===== src/rtl/pcie_sw_pkg.sv =====
// Shared definitions for the PCIe switch completion paths:
// descriptor offsets, error codes, FSM states and header conversion.
package pcie_sw_pkg;

  typedef enum logic [1:0] {
    SOP,
    PASS,
    DROP
  } sw_state_e;

  localparam int HDR_W         = 96;
  localparam int ERR_CODE_LSB  = 12;
  localparam int ERR_CODE_W    = 4;
  localparam int ERR_FATAL_BIT = 15;
  localparam int POISON_BIT    = 46;
  localparam int RC_SOP0_BIT   = 64;
  localparam int RC_DISC_BIT   = 96;
  localparam int CC_SOP_BIT    = 0;
  localparam int CC_DISC_BIT   = 80;

  localparam logic [3:0] ERR_NONE      = 4'h0;
  localparam logic [3:0] ERR_DROP_MASK = 4'h8;

  // Reserved/attribute fields cleared, completer-ID-enable forced.
  function automatic logic [HDR_W-1:0] rc_to_cc_hdr(
    input logic [HDR_W-1:0] rc
  );
    logic [HDR_W-1:0] cc;
    cc         = rc;
    cc[15:7]   = '0;
    cc[31:30]  = '0;
    cc[47]     = 1'b0;
    cc[88]     = 1'b1;
    cc[95]     = 1'b0;
    return cc;
  endfunction

endpackage


===== src/rtl/axis_skid_buffer.sv =====
// Two-entry AXI-stream skid buffer with a registered in_ready,
// so out_ready never reaches in_ready combinationally.
module axis_skid_buffer #(
  parameter int W = 8
) (
  input  logic         clk,
  input  logic         rst_n,
  input  logic         in_valid,
  input  logic [W-1:0] in_data,
  output logic         in_ready,
  output logic         out_valid,
  output logic [W-1:0] out_data,
  input  logic         out_ready
);

  logic [W-1:0] mem_q [2];
  logic [W-1:0] mem_d [2];
  logic [1:0]   cnt_q, cnt_d;
  logic         wr_q, wr_d;
  logic         rd_q, rd_d;
  logic         rdy_q, rdy_d;
  logic         push, pop;

  assign in_ready  = rdy_q;
  assign out_valid = (cnt_q != 2'd0);
  assign out_data  = mem_q[rd_q];

  always_comb begin
    push  = in_valid && rdy_q;
    pop   = out_valid && out_ready;
    mem_d = mem_q;
    cnt_d = cnt_q;
    wr_d  = wr_q;
    rd_d  = rd_q;
    if (push) begin
      mem_d[wr_q] = in_data;
      wr_d        = ~wr_q;
    end
    if (pop) begin
      rd_d = ~rd_q;
    end
    if (push && !pop) begin
      cnt_d = cnt_q + 2'd1;
    end else if (!push && pop) begin
      cnt_d = cnt_q - 2'd1;
    end
    rdy_d = (cnt_d != 2'd2);
  end

  always_ff @(posedge clk) begin
    if (!rst_n) begin
      cnt_q <= 2'd0;
      wr_q  <= 1'b0;
      rd_q  <= 1'b0;
      rdy_q <= 1'b0;
    end else begin
      cnt_q <= cnt_d;
      wr_q  <= wr_d;
      rd_q  <= rd_d;
      rdy_q <= rdy_d;
    end
  end

  always_ff @(posedge clk) begin
    mem_q <= mem_d;
  end

endmodule


===== src/rtl/rc_to_cc_converter.sv =====
// Converts requester completions (RC) into completer completions (CC),
// dropping packets whose SOP carries a fatal error code.
module rc_to_cc_converter
  import pcie_sw_pkg::*;
#(
  parameter int IF_WIDTH       = 512,
  parameter int TKEEP_WIDTH    = 16,
  parameter int RC_TUSER_WIDTH = 161,
  parameter int CC_TUSER_WIDTH = 81
) (
  input  logic                      user_clk,
  input  logic                      sys_reset_n,
  input  logic [IF_WIDTH-1:0]       m_axis_rc_tdata,
  input  logic [TKEEP_WIDTH-1:0]    m_axis_rc_tkeep,
  input  logic                      m_axis_rc_tlast,
  input  logic [RC_TUSER_WIDTH-1:0] m_axis_rc_tuser,
  input  logic                      m_axis_rc_tvalid,
  output logic                      m_axis_rc_tready,
  output logic [IF_WIDTH-1:0]       s_axis_cc_tdata,
  output logic [TKEEP_WIDTH-1:0]    s_axis_cc_tkeep,
  output logic                      s_axis_cc_tlast,
  output logic [CC_TUSER_WIDTH-1:0] s_axis_cc_tuser,
  output logic                      s_axis_cc_tvalid,
  input  logic                      s_axis_cc_tready,
  output logic [15:0]               drop_count
);

  localparam int PW = IF_WIDTH + TKEEP_WIDTH + 2;

  logic [PW-1:0]          in_pl, h_pl;
  logic                   h_valid, pop;
  logic [IF_WIDTH-1:0]    h_data;
  logic [TKEEP_WIDTH-1:0] h_keep;
  logic                   h_last, h_disc, h_err;
  sw_state_e              state_q, state_d;
  logic [15:0]            drop_q, drop_d;
  logic                   unused_tuser;

  // Packet boundaries come from tlast; only discontinue rides along.
  assign unused_tuser = ^{m_axis_rc_tuser[RC_TUSER_WIDTH-1:RC_DISC_BIT+1],
                          m_axis_rc_tuser[RC_DISC_BIT-1:0]};

  assign in_pl = {m_axis_rc_tlast, m_axis_rc_tuser[RC_DISC_BIT],
                  m_axis_rc_tkeep, m_axis_rc_tdata};

  axis_skid_buffer #(
    .W (PW)
  ) u_skid (
    .clk       (user_clk),
    .rst_n     (sys_reset_n),
    .in_valid  (m_axis_rc_tvalid),
    .in_data   (in_pl),
    .in_ready  (m_axis_rc_tready),
    .out_valid (h_valid),
    .out_data  (h_pl),
    .out_ready (pop)
  );

  assign {h_last, h_disc, h_keep, h_data} = h_pl;
  assign h_err      = h_data[ERR_FATAL_BIT];
  assign drop_count = drop_q;

  always_comb begin
    state_d          = state_q;
    drop_d           = drop_q;
    pop              = 1'b0;
    s_axis_cc_tvalid = 1'b0;
    s_axis_cc_tdata  = h_data;
    s_axis_cc_tkeep  = h_keep;
    s_axis_cc_tlast  = h_last;
    s_axis_cc_tuser  = '0;
    s_axis_cc_tuser[CC_DISC_BIT] = h_disc;
    unique case (state_q)
      SOP: begin
        s_axis_cc_tdata = {h_data[IF_WIDTH-1:HDR_W],
                           rc_to_cc_hdr(h_data[HDR_W-1:0])};
        s_axis_cc_tuser[CC_SOP_BIT] = 1'b1;
        if (h_err) begin
          pop = h_valid;
          if (h_valid) begin
            if (drop_q != 16'hFFFF) drop_d = drop_q + 16'd1;
            if (!h_last) state_d = DROP;
          end
        end else begin
          s_axis_cc_tvalid = h_valid;
          pop = h_valid && s_axis_cc_tready;
          if (pop && !h_last) state_d = PASS;
        end
      end
      PASS: begin
        s_axis_cc_tvalid = h_valid;
        pop = h_valid && s_axis_cc_tready;
        if (pop && h_last) state_d = SOP;
      end
      DROP: begin
        pop = h_valid;
        if (pop && h_last) state_d = SOP;
      end
      default: state_d = SOP;
    endcase
  end

  always_ff @(posedge user_clk) begin
    if (!sys_reset_n) begin
      state_q <= SOP;
      drop_q  <= 16'd0;
    end else begin
      state_q <= state_d;
      drop_q  <= drop_d;
    end
  end

endmodule


===== config.mk =====
export PLATFORM = sky130hd
export DESIGN_NAME = rc_to_cc_converter
export DESIGN_NICKNAME = d
export VERILOG_FILES = /design/src/rtl/pcie_sw_pkg.sv /design/src/rtl/axis_skid_buffer.sv /design/src/rtl/rc_to_cc_converter.sv
export SDC_FILE = /design/constraint.sdc
export NUM_CORES = 1
export LEC_CHECK = 0
export CAP_MARGIN = 20
export CORE_AREA = 2 2 518 520
export DETAILED_ROUTE_END_ITERATION = 6
export DIE_AREA = 0 0 520 522
export PLACE_DENSITY = 0.4
export SYNTH_ARGS = -nofsm -noshare
export SYNTH_HDL_FRONTEND = slang
export SYNTH_SLANG_ARGS = --single-unit

===== constraint.sdc =====
create_clock -name user_clk -period 40.8 [get_ports user_clk]
set_input_delay 4.08 -clock user_clk [delete_from_list [all_inputs] [get_ports user_clk]]
set_output_delay 4.08 -clock user_clk [all_outputs]
set_load 0.03 [all_outputs]

# == Yosys cells after proc, flatten, opt, wreduce, memory -nomap -nowiden ==
# Cells that the tools add are included.
# word_totals
output_inout_bits,628
n_memories,0
register_bits,1083
rom_bits,0
ramBits,0
latch_bits,0
# op_classes
bitwise_logic,4
n_reduce_logical,16
magnitude_cmp,3
eq_ne,9
muxes,21
div,0
shifts,0
n_addsub,3
multipliers,0
# op_table
operator,n
$mux W530,4
$bwmux W1060,1
$demux W530 S1,1
$mux W96,1
$add A16 B1 Y16 const B,1
$mux W2,8
$ne A16 B16 Y1 const B,1
$logic_and A1 B1 Y1,9
$ne A3 B3 Y1 const B,3
$ne A2 B2 Y1 const B,3
$pmux W2 S3,1
$reduce_and A5 Y1,1
$ge A2 B2 Y1 const B,2
$not A1 Y2,2
$reduce_and A4 Y1,1
$logic_not A1 Y1,3
$mux W1,3
$pmux W1 S3,1
$add A2 B1 Y2 const B,1
$eq A2 B1 Y1 const B,1
$eq A2 B2 Y1 const B,1
$logic_not A2 Y1,1
$lt A2 B1 Y1 const B,1
$not A1 Y1,2
other kinds (3),3

# == Longest topological paths before layout ==
# Gate-level depths: netlist of run 1.
# logic_depth
depth_word,11
depth_mapped,7

# == Hierarchy ==
# A second synthesis of run 1 with hierarchy kept.
# unflattened
hier_cells,1894
area_unflattened_um2,40427.5
# by_module_without_submodules
module,seq_area_each_um2,instances,area_per_inst_um2,cells_per_inst
axis_skid_buffer,31930.6,1,38744.7,1683
rc_to_cc_converter,360.3,1,1682.9,211

# == Least setup slack after synthesis of run 1 ==
# No wires, ideal clock.
# synth_path
path_type,input -> register
start,in m_axis_rc_tvalid
end,reg u_skid.mem_q[1000] in the netlist's numbering (enable)
n_path_buf,0
slack_ns,13.238
cell_stages,2
t_arrival_ns,26.123
cell_sequence,nand2_1 -> nor2_1
# synth_between
elab_chain_len,1
# synth_rtl
element,line_no,rtl
"start, declared",rc_to_cc_converter.sv:17,"input logic m_axis_rc_tvalid,"
$logic_and A1 B1 Y1,axis_skid_buffer.sv:29,push = in_valid && rdy_q;
"end signal, assigned",axis_skid_buffer.sv:65,mem_q <= mem_d;
"end, declared",axis_skid_buffer.sv:16,logic [W-1:0] mem_q [2];
# No other way between the ends.
# A chain may end at the register's enable or synchronous reset.

# == Final worst setup path of run 1 ==
# layout_path
start,reg u_skid.rd_q
end,out s_axis_cc_tdata[248]
# layout_between
elab_chain_len,4
# layout_rtl
element,line_no,rtl
"start, declared",axis_skid_buffer.sv:20,"logic rd_q, rd_d;"
"start signal, assigned",axis_skid_buffer.sv:59,rd_q <= rd_d;
$not A1 Y2 (implied by the code),axis_skid_buffer.sv:26,assign out_data = mem_q[rd_q];
$mux W530 (implied by the code) (3 in a row),axis_skid_buffer.sv:26,
"end, declared",rc_to_cc_converter.sv:19,"output logic [IF_WIDTH-1:0] s_axis_cc_tdata,"
# No other way between the ends. The select of a mux whose other input is x is not followed.

==> results.yml, run 1 <==
layout:
  areaGrowthSynthToFinish_pct: 48.1
  final_common_cell: "clkdlybuf4s50_1"
  fill_cells: 28000
  final_nets: 3775
  final_cell_mix: "clkdlybuf4s50_1, edfxtp_1, mux2_2, clkbuf_16, conb_1"
  post_route_cells_drive_above_1_share_pct: 23.1
  fin_cells: 6727
sta:
  max_slew_margin_pct: 31.5
  period_share_pct: 26.1
  worst_slack_ns: 30.14
  maxSlewViolCount: 0
  tightest_slew_ns: 1.03
  setup_violations: 0
  rsz0062_at_grt: "false"
  post-route-min-period_ns: 10.66
  clock_skew_ns: 0.0676
  max_freq_mhz: 93.8
  tns_ns: 0
  holdWs_ns: 0.511
  hold_viol: 0
route:
  vias: 21800
  wirelength_um: 140000
  vias_per_cell: 3.24
  drt-initial-drc-count: 1245
  drt-wirelength-per-cell_um: 20.8
  final_antenna_net_count: 0
  drc: 193
  drt_pass1_iterations: 7
cts:
  cts_setup_buffers: 0
  clockBufferDepth: 4
  tritoncts: "done"
  hold_buffers: 0
  cts_sinks: 1083
  cts.reportedPaths.clkPinSlew_ns: 0.05
  cts_buffers: 144
  cts-resized-gates: 0
  cts.root.buffer_cell: "clkbuf_16"
  clk_latency_ns: 0.80
  htree_levels: 4
global_route:
  grt_pass1_vias: 23000
  grtUsageTotal_pct: 9.90
  antenna_found_initial: 42
  grt_first_pass_wirelength_um: 189000
  globalRouteOverflowTotal: 0
  grt_max_degree: 133
placement:
  hpwl_um: 103000
  dp_slack_ns: 30.60
  globalplace.congestion: 0.771
  io_buffers: 1082
  dp.cells: 6484
flow_run:
  maxCapViolations: 0
synth:
  synthCells: 1884
  netlist_area_mm2: 0.0398
  synth_area_per_cell_um2: 21.1
  ys_async_sr_fraction_pct: 0
  yosys.area.top_type: "edfxtp_1"
  synth_seq_cells: 1083
  ys_warn_count: 0
  ys_top_cells_by_area: "edfxtp_1, mux2_2, buf_4"
  yosysSeqAreaShare_pct: 81.1
  synth_top_area_share_pct: 79.9
  synth_edf_count: 1060
  synth.distinct_cells: 43
  synth_top_flop_cell: "edfxtp_1"
worst_setup_path:
  reg2reg_to: "u_skid.mem_q[236]$_DFFE_PP_"
  worst_ep_required_time_ns: 36.72
  endpoint: "s_axis_cc_tdata[248]"
  ff2ff_path_depth: 6
  critPathKind: "reg -> out"
  critPathArrivalTime_ns: 6.58
  cp_max_fo: 57
  r2r_slack_ns: 35.42
  start_kind: "register"
  cp-startpoint: "u_skid.rd_q$_SDFFE_PN0P_"
  r2r-start: "u_skid.wr_q$_SDFFE_PN0P_"
  cp-end-kind: "output pin"
die:
  die_w_um: 520
  start_util_pct: 14.9
  ios: 1322
  row_count: 190
  dieArea_mm2: 0.271
  coreArea_mm2: 0.266
  die_h_um: 522
run_status:
  violations: "design-rule violations"
  status: "finished with violations"
power:
  power_density_mw_per_mm2: 67.0
  ir_drop_uv: 36.0
  power.leakage_nw: 18.7
worst_hold_path:
  hold_path_class: "reg -> reg"
## power by group
group | leakage [nW] | internal, mW | switching, mW
Sequential | 9.91 | 1.34 | 0.0317
Combinational | 6.77 | 0.584 | 0.859
Clock | 2.02 | 0.672 | 0.466
Total | 18.7 | 2.59 | 1.36
## state kept, by name, summed over array words and instances, names as in the netlist
register,cells
state_q,2
u_skid.in_ready,1
u_skid.rd_q,1
u_skid.cnt_q,2
u_skid.wr_q,1
u_skid.mem_q,1060
drop_count,16
## metal layers
layer / track usage [%] / wire [um]
met1: 10.8 / 53300
met2: 15.9 / 64400
met3: 6.40 / 19500
met4: 2.45 / 2800
met5: 0 / 279
## layout make-up
type,count,area [um2],area share (%)
flip-flops and latches,1083,32300,54.7
repair buffers,1114,11100,18.8
multi-input cells,729,6990,11.8
well taps,3552,4440,7.53
clock buffers,181,3760,6.38
clock inverters,52,362,0.613
diodes,10,25.0,0.0424
inverters,6,22.5,0.0382
## worst max-delay path: stages (launching register included)
cell             delay [ns]
dfxtp_4                0.91
buf_4                  0.60
buf_4                  0.66
buf_4                  0.70
buf_4                  0.71
buf_4                  0.78
mux2_2                 0.51
clkdlybuf4s50_1        0.65
## synthesized netlist by cell type, drive strengths merged (5+ instances only)
| cell type | number |
|---|---|
| dfxtp | 23 |
| nand3 | 5 |
| nand2 | 12 |
| buf | 83 |
| nor2 | 26 |
| mux2 | 515 |
| or3 | 9 |
| mux2i | 17 |
| o21ai | 12 |
| clkbuf | 61 |
| a21oi | 13 |
| inv | 5 |
| edfxtp | 1060 |
## cell families after synthesis
logic type | after synthesis | synth area share (%)
compound gates | 35 | 0.556
xor+xnor | 6 | 0.132
fa+ha+maj | 3 | 0.0942
buf+inv | 150 | 2.17
flops | 1083 | 81.1
mux | 532 | 15.0
other cells | 1 | 0.00941
simple gates | 74 | 0.989
## metrics by stage
| stage | area (um2) | utilization [%] | power [mW] |
|---|---|---|---|
| floorplan | 40100 | - | 2.29 |
| global placement | 54800 | 20.6 | 2.88 |
| detailed placement | 54800 | 20.6 | 2.87 |
| CTS | 59000 | 22.1 | 4.05 |
| global route | 59000 | 22.1 | 4.14 |
| finish | 59000 | 22.1 | 3.95 |
## worst min-delay path by stage
| stage | slack (ns) | startpoint | endpoint | depth (start not counted) |
|---|---|---|---|---|
| finish | 0.51 | u_skid.cnt_q[0]$_SDFF_PN0_ | u_skid.cnt_q[0]$_SDFF_PN0_ | 2 |
| global route | 0.55 | drop_count[5]$_SDFFE_PN0P_ | drop_count[5]$_SDFFE_PN0P_ | 2 |
| CTS | 0.51 | drop_count[15]$_SDFFE_PN0P_ | drop_count[15]$_SDFFE_PN0P_ | 2 |
| detailed placement | 0.50 | drop_count[15]$_SDFFE_PN0P_ | drop_count[15]$_SDFFE_PN0P_ | 2 |
| global placement | 0.50 | u_skid.cnt_q[0]$_SDFF_PN0_ | u_skid.cnt_q[0]$_SDFF_PN0_ | 2 |
| floorplan | 0.47 | u_skid.cnt_q[0]$_SDFF_PN0_ | u_skid.cnt_q[0]$_SDFF_PN0_ | 2 |
Note: power is estimated with default switching activity, not from simulation.
==> run 2, diff against run 1 <==
--- a/config.mk
+++ b/config.mk
@@ -6,10 +6,10 @@
 export NUM_CORES = 1
 export LEC_CHECK = 0
 export CAP_MARGIN = 20
-export CORE_AREA = 2 2 518 520
+export CORE_AREA = 2 2 519 521
 export DETAILED_ROUTE_END_ITERATION = 6
-export DIE_AREA = 0 0 520 522
-export PLACE_DENSITY = 0.4
+export DIE_AREA = 0 0 521 523
+export PLACE_DENSITY = 0.41
 export SYNTH_ARGS = -nofsm -noshare
 export SYNTH_HDL_FRONTEND = slang
 export SYNTH_SLANG_ARGS = --single-unit
==> constraint.sdc (replaced) <==
create_clock -name user_clk -period 9 [get_ports user_clk]
set_input_delay 0.9 -clock user_clk [delete_from_list [all_inputs] [get_ports user_clk]]
set_output_delay 0.9 -clock user_clk [all_outputs]
set_load 0.03 [all_outputs]
==> run 2 against run 1 <==
Net effect: the flow now finishes without violations; worst setup slack got worse by 26 ns; design area increased by 0.48%; sequential power increased to 4.5 times the previous value; clock power increased to 4.7 times the previous value; critical path depth decreased by 3; sequential cell count unchanged; core utilization increased by 0.066 points; combinational power increased to 4.5 times the previous value.
==> results.yml, run 2 (synthesized netlist as in run 1, its figures left out) <==
run_status:
  status: "completed"
worst_setup_path:
  cp_max_fo: 45
  cp-end-kind: "output pin"
  critPathArrivalTime_ns: 4.05
  start_kind: "register"
  worst_ep_required_time_ns: 8.10
  critPathKind: "reg -> out"
route:
  vias_per_cell: 3.27
  drt-initial-drc-count: 1075
  drt-wirelength-per-cell_um: 21.3
  wirelength_um: 143000
  drc: 0
  final_antenna_net_count: 0
  vias: 22000
  drt_pass1_iterations: 5
sta:
  tightest_slew_ns: 1.10
  maxSlewViolCount: 0
  period_share_pct: 55.0
  setup_violations: 0
  max_freq_mhz: 202
  max_slew_margin_pct: 26.8
  hold_viol: 0
  clock_skew_ns: 0.0439
  post-route-min-period_ns: 4.95
  rsz0062_at_grt: "false"
global_route:
  grt_pass1_vias: 23100
  globalRouteOverflowTotal: 0
  antenna_found_initial: 68
  grt_max_degree: 137
  grtUsageTotal_pct: 10.0
  grt_first_pass_wirelength_um: 191000
die:
  die_h_um: 523
  coreArea_mm2: 0.267
  ios: 1322
  dieArea_mm2: 0.272
  row_count: 190
  die_w_um: 521
  start_util_pct: 14.9
layout:
  top_register: "u_skid.mem_q"
  final_nets: 3768
  finalInstanceArea_mm2: 0.0593
  final_cell_mix: "clkdlybuf4s50_1, edfxtp_1, mux2_2, clkbuf_16, conb_1"
  largest_register_ffs: 1060
  fill_cells: 27900
  fin_cells: 6734
  final_common_cell: "clkdlybuf4s50_1"
  areaGrowthSynthToFinish_pct: 48.8
  post_route_cells_drive_above_1_share_pct: 23.1
placement:
  globalplace.congestion: 0.782
  placed_cell_area_mm2: 0.0549
  hpwl_um: 104000
  dp.cells: 6477
  io_buffers: 1082
cts:
  cts.reportedPaths.clkPinSlew_ns: 0.06
  clk_latency_ns: 0.79
  cts-resized-gates: 0
  htree_levels: 4
  clockBufferDepth: 4
  hold_buffers: 0
  cts.root.buffer_cell: "clkbuf_16"
  tritoncts: "done"
  cts_setup_buffers: 0
  cts_sinks: 1083
  cts_buffers: 144
power:
  power.leakage_nw: 18.8
  p_sw_share_pct: 34.0
  ir_drop_uv: 167
  seqPwrFrac_pct: 34.3
  power_density_mw_per_mm2: 305
  power_frac_comb_pct: 36.1
  power.switching_mw: 6.14
  p_clk_share_pct: 29.7
  p_int_mw: 11.9
worst_hold_path:
  hold_path_class: "reg -> reg"
flow_run:
  maxCapViolations: 0
[run 2: power by group through the flow]
stage	Sequential, mW	Clock, mW	Combinational (mW)
floorplan	6.38	0	3.72
global placement	6.29	0	6.71
detailed placement	6.30	0	6.66
CTS	6.20	5.60	6.71
global route	6.24	5.77	6.89
finish	6.20	5.37	6.52
[run 2: final cells by class]
type                            count  area, um2  area share (%)
Sequential cell                  1083      32300            54.5
Timing Repair Buffer             1107      11100            18.8
Multi-Input combinational cell    729       7000            11.8
Tap cell                         3552       4440            7.50
Clock buffer                      183       3810            6.43
Clock inverter                     63        529           0.893
Antenna cell                       11       27.5          0.0464
Inverter                            6       22.5          0.0380
[run 2: metal layers]
layer	track usage [%]	wire length, um	vias up
met4	2.48	3090	38
li1	-	-	9695
met5	0	269	-
met1	11.3	56100	11000
met2	16.1	65300	1060
met3	5.93	18500	261
[run 2: critical path, cell delays in order (launching register included)]
cell and delay (ns):
dfxtp_4 0.69, buf_4 0.61, buf_4 0.67, mux2_2 0.48, clkdlybuf4s50_1 0.65
[run 2: final timing paths]
check                             start                     endpoint  slack, ns  depth (start not counted)
max            u_skid.rd_q$_SDFFE_PN0P_         s_axis_cc_tdata[415]       4.05                          4
min          drop_count[9]$_SDFFE_PN0P_   drop_count[9]$_SDFFE_PN0P_       0.50                          2
max reg2reg  u_skid.in_ready$_SDFF_PN0_  u_skid.mem_q[736]$_DFFE_PP_       5.91                          4
min reg2reg  drop_count[9]$_SDFFE_PN0P_   drop_count[9]$_SDFFE_PN0P_       0.50                          2
[run 2: stage by stage]
stage          worst slack [ns]  power [mW]  utilization (%)  hold slack (ns)  setup TNS [ns]
6_report                   4.05        18.1             22.2            0.504               0
3_5_place_dp               4.69        13.0             20.6            0.502               0
5_1_grt                    3.75        18.9             22.2            0.517               0
3_3_place_gp               4.64        13.0             20.6            0.499               0
4_1_cts                    3.80        18.5             22.2            0.508               0
2_1_floorplan            -0.279        10.1                -            0.475         -147.93
